$ cat src/rtl/vga_plot_arbiter.sv
// Round-robin arbiter sharing the VGA adapter plot port among NUM_REQ drawing engines.
// Define VGA_ARB_CLIP_EN to drop (and count) pixels outside X_MAX/Y_MAX.
module vga_plot_arbiter #(
  parameter int NUM_REQ = 3,
  parameter int X_MAX   = 159,
  parameter int Y_MAX   = 119
) (
  input  logic                 clk,
  input  logic                 rst_n,
  input  logic [NUM_REQ-1:0]   req,
  output logic [NUM_REQ-1:0]   gnt,
  input  logic [NUM_REQ*8-1:0] in_x,
  input  logic [NUM_REQ*7-1:0] in_y,
  input  logic [NUM_REQ*3-1:0] in_colour,
  input  logic [NUM_REQ-1:0]   in_plot,
  output logic [7:0]           vga_x,
  output logic [6:0]           vga_y,
  output logic [2:0]           vga_colour,
  output logic                 vga_plot,
  output logic                 busy,
  output logic [1:0]           owner,
  output logic [15:0]          clip_count
);

  typedef enum logic [1:0] {IDLE, GRANT, RELEASE} state_t;

  state_t state, state_next;
  logic [1:0] owner_next, ptr, ptr_next, winner;
  logic found;
  logic [2*NUM_REQ-1:0] req_rot;
  logic [2:0] cand;
  logic [7:0] sel_x;
  logic [6:0] sel_y;
  logic [2:0] sel_colour;
  logic sel_plot, sel_req, off_screen;

  // Rotate requests so bit 0 is the requester at ptr; first set bit wins.
  always_comb begin
    req_rot = {req, req} >> ptr;
    winner  = ptr;
    found   = 1'b0;
    cand    = '0;
    for (int k = 0; k < NUM_REQ; k++) begin
      cand = {1'b0, ptr} + 3'(k);
      if (cand >= 3'(NUM_REQ)) cand = cand - 3'(NUM_REQ);
      if (!found && req_rot[k]) begin
        found  = 1'b1;
        winner = cand[1:0];
      end
    end
  end

  always_comb begin
    sel_x      = '0;
    sel_y      = '0;
    sel_colour = '0;
    sel_plot   = 1'b0;
    sel_req    = 1'b0;
    gnt        = '0;
    for (int i = 0; i < NUM_REQ; i++) begin
      if (owner == 2'(i)) begin
        sel_x      = in_x[8*i +: 8];
        sel_y      = in_y[7*i +: 7];
        sel_colour = in_colour[3*i +: 3];
        sel_plot   = in_plot[i];
        sel_req    = req[i];
        gnt[i]     = (state == GRANT);
      end
    end
  end

  always_comb begin
    state_next = state;
    owner_next = owner;
    ptr_next   = ptr;
    unique case (state)
      IDLE: begin
        if (found) begin
          state_next = GRANT;
          owner_next = winner;
        end
      end
      GRANT: begin
        if (!sel_req) begin
          state_next = RELEASE;
          ptr_next   = (owner == 2'(NUM_REQ - 1)) ? 2'd0 : owner + 2'd1;
        end
      end
      RELEASE: begin
        if (found) begin
          state_next = GRANT;
          owner_next = winner;
        end else begin
          state_next = IDLE;
        end
      end
      default: state_next = IDLE;
    endcase
  end

  always_ff @(posedge clk or negedge rst_n) begin
    if (!rst_n) begin
      state <= IDLE;
      owner <= '0;
      ptr   <= '0;
    end else begin
      state <= state_next;
      owner <= owner_next;
      ptr   <= ptr_next;
    end
  end

  assign busy = (state != IDLE);

`ifdef VGA_ARB_CLIP_EN
  assign off_screen = (sel_x > 8'(X_MAX)) || (sel_y > 7'(Y_MAX));

  always_ff @(posedge clk or negedge rst_n) begin
    if (!rst_n) begin
      clip_count <= '0;
    end else if (state == GRANT && sel_plot && off_screen && clip_count != 16'hFFFF) begin
      clip_count <= clip_count + 16'd1;
    end
  end
`else
  logic [14:0] unused_limits;
  assign unused_limits = {8'(X_MAX), 7'(Y_MAX)};
  assign off_screen    = 1'b0;
  assign clip_count    = '0;
`endif

  // Coordinates load on every GRANT edge, so the pixel alongside the req drop still goes out.
  always_ff @(posedge clk or negedge rst_n) begin
    if (!rst_n) begin
      vga_x      <= '0;
      vga_y      <= '0;
      vga_colour <= '0;
      vga_plot   <= 1'b0;
    end else if (state == GRANT) begin
      vga_x      <= sel_x;
      vga_y      <= sel_y;
      vga_colour <= sel_colour;
      vga_plot   <= sel_plot && !off_screen;
    end else begin
      vga_plot   <= 1'b0;
    end
  end

endmodule
$ cat config.mk
export PLATFORM = sky130hd
export DESIGN_NAME = vga_plot_arbiter
export DESIGN_NICKNAME = d
export VERILOG_FILES = /design/src/rtl/vga_plot_arbiter.sv
export SDC_FILE = /design/constraint.sdc
export NUM_CORES = 1
export LEC_CHECK = 0
export ABC_AREA = 1
export BUFFER_PORTS_ARGS = -buffer_cell sky130_fd_sc_hd__buf_2
export CORE_UTILIZATION = 44
export CTS_BUF_LIST = sky130_fd_sc_hd__clkbuf_8
export DETAILED_ROUTE_END_ITERATION = 10
export GPL_ROUTABILITY_DRIVEN = 1
export HOLD_SLACK_MARGIN = 0.03
export PLACE_DENSITY = 0.9
export RECOVER_POWER = 50
export SYNTH_ARGS = -nofsm -noshare
export SYNTH_HDL_FRONTEND = slang
export SYNTH_SLANG_ARGS = --single-unit
$ cat constraint.sdc
create_clock -name clk -period 2 [get_ports clk]
set_clock_uncertainty 0.15 [all_clocks]
set_input_delay 0.2 -clock clk [delete_from_list [all_inputs] [get_ports clk]]
set_output_delay 0.2 -clock clk [all_outputs]
set_load 0.1 [all_outputs]
==> results.yml <==
critical_path:
  endpoint_kind: "register"
  crit_family: "buffers and inverters"
  worst_path_largest_cell_delay_ns: 0.55
  timing.critical_path.required_ns: 2.05
  worst-endpoint-arrival_ns: 1.96
  path_max_fanout: 16
  timing.critical_path.cells: "nor2_4 > buf_4 > nand2_1 > inv_4 > nand2_1 > nand4_1 > dlygate4sd3_1"
  crit_slowest_cell: "dlygate4sd3_1"
  critical-path-top-cell-by-count: "nand2_1"
  critPathBufInv: 3
  critical_path.startpoint_type: "register"
  critPathKind: "register to register"
sta:
  fin_tns_setup_ns: 0
  slew_viol_final: 0
  final-setup-viol-count: 0
  hold_violations: 0
  worst_slew_margin_rel_pct: 56.2
  final_min_period_over_clock_period_pct: 95.4
  worstMarginPinSlew_ns: 0.657
  grt_setup_unrepaired: "true"
  fmax_ghz: 0.524
  timing.final.crit_period_ns: 1.91
route:
  detailroute.via_count: 1820
  detail_route.wl_per_cell_um: 12.1
  first_pass_iters: 4
  drt-total-wl_mm: 4.44
  post-route-drc-count: 0
  ant_nets: 0
  detail_route.iter0.violations: 116
  routed_via_density: 4.95
logic_synthesis:
  synth-warning-count: 0
  synthArstFlopShare_pct: 100
  synthDistinctLibCells: 25
  syn_area_per_cell_um2: 7.37
  syn-instance-count: 223
  yosys_register_bits: 25
  synth_area_um2: 1640
  synth-edff-count: 0
  synthFlopType: "dfrtp_1"
  yosysSeqAreaShare_pct: 38.1
global_routing:
  first_global_vias: 1656
  grt-ovfl-total: 0
  grt_util_all_layers_pct: 22.5
  first_pass_grt_wire_length_mm: 7.09
  number_of_antenna_violations_at_the_first_check_in_global_routing: 0
  grt_start_max_net_pins: 26
finish:
  multiInputGateArea_um2: 880
  antennaDiodeCount: 0
  final_cell_count_no_fill: 368
  drive_above_1_share_pct: 37.9
  leading_cell_type_in_the_layout_fill_and_taps_excluded: "nand2_1"
  most-common-layout-cells: "nand2_1, buf_2, dfrtp_1"
  flow.area_growth_from_synthesis_pct: 38.7
  num-fill-cells: 329
  final_net_count: 387
  register_area_um2: 633
min_path:
  hold_path.class: "input pin to register"
floorplan:
  die_y_um: 63.1
  die_width_um: 63.1
  initial_utilization_pct: 47.4
  num_io_pins: 103
  floorplan.core_area_um2: 3470
  die-area_um2: 3980
  fp-row-count: 21
place:
  placed_cell_count: 354
  count_of_input_and_output_buffers: 86
  detailed_place_hpwl_mm: 3.44
  finalWeightedCongestion: 0.869
flow_run:
  maxCapViolCount: 0
clock_network:
  clkSlewWorstSetupHoldPaths_ns: 0.09
  cts_buffers: 3
  cts-root-to-sink-buffers: 2
  clk_latency_ns: 0.26
  cts_root_buf: "clkbuf_8"
  cts.htree.levels: 1
  tritoncts: "yes"
  cts_sinks: 25
outcome:
  status: "finished clean"
==> layout make-up <==
class	instances	area share (%)
well taps	46	2.52
multi-input cells	179	38.6
clock inverters	1	0.165
repair buffers	102	26.9
clock buffers	3	1.81
flip-flops and latches	25	27.8
inverters	12	2.20
==> path summary, 6_finish.rpt <==
check                                     startpoint                         to  slack [ns]  depth (start not counted)
worst max register to register  state[1]$_DFFE_PN0P_  vga_colour[1]$_DFFE_PN0N_        0.09                          7
min in group asynchronous                      rst_n       vga_x[6]$_DFFE_PN0N_        0.34                          2
worst min-delay path                        in_x[23]       vga_x[7]$_DFFE_PN0N_        0.03                          3
worst max-delay path            state[1]$_DFFE_PN0P_  vga_colour[1]$_DFFE_PN0N_        0.09                          7
worst min register to register  vga_x[7]$_DFFE_PN0N_       vga_x[7]$_DFFE_PN0N_        0.37                          2
max in group asynchronous                      rst_n       owner[0]$_DFFE_PN0P_        0.87                          2
==> synth_stat cells, types with 2 or more instances <==
library cell	n	area share (%)
a21oi_1	13	4.0
buf_4	18	8.2
buf_2	2	0.61
nand3_2	4	2.4
o21ai_1	2	0.61
a31oi_1	13	4.9
inv_1	4	0.91
nand2_1	80	18
nor2_1	17	3.9
ha_1	2	1.5
nor2_4	3	2.1
dfrtp_1	25	38
nand2_2	4	1.5
nor3_2	2	1.2
nand4_1	6	2.3
nor2_2	2	0.76
inv_2	7	1.6
nand3_1	12	3.7
==> layer usage <==
layer / GRT usage [%] / share of wire [%] / vias to the layer above
met2: 42.2 / 51 / 94
met4: 4.07 / 0.68 / 0
met3: 3.26 / 7.5 / 4
met1: 26.9 / 41 / 825
met5: 0 / 0 / -
li1: - / - / 897
==> metrics by stage <==
stage                     setup slack [ns]  util [%]  instance area, um^2  hold WS, ns
after floorplan                   0.000613         -                 1720       -0.246
after global placement               0.492      61.8                 2140       0.0670
after detailed placement             0.459      61.8                 2140       0.0871
after CTS                           0.0687      65.7                 2280       0.0346
after global routing               0.00874      65.7                 2280       0.0310
final                               0.0925      65.7                 2280       0.0329
==> registers in the layout (all words and copies together) (netlist names) <==
register / count
owner: 2
ptr: 2
state: 2
vga_colour: 3
vga_plot: 1
vga_x: 8
vga_y: 7
==> worst reg2reg max path, cell delays in order (launching register included) <==
cell,delay [ns]
dfrtp_1,0.41
nor2_4,0.12
buf_4,0.23
nand2_1,0.13
inv_4,0.11
nand2_1,0.06
nand4_1,0.09
dlygate4sd3_1,0.55
==> repair_timing <==
| action | CTS | global route |
|---|---|---|
| gates resized for setup | 0 | 1 |
| hold buffers | 9 | 0 |
| setup buffers | 0 | 1 |
| setup endpoints to repair | 0 | 3 |
| endpoints found under the hold margin | 30 | 0 |
==> logic make-up (layout without fill, tap and decap cells) <==
kind of cell / after synthesis / in the layout / share of synthesized area, %
buffers and inverters: 34 / 118 / 12.5
flip-flops: 25 / 25 / 38.1
AO/OA/AOI/OAI: 28 / 28 / 9.51
adder cells (fa/ha/maj): 2 / 2 / 1.52
other: 1 / 16 / 0.228
AND/OR/NAND/NOR: 133 / 133 / 38.2
Power is not shown: default switching activity piles up to over one toggle a cycle in this logic, so the estimate is an artifact.
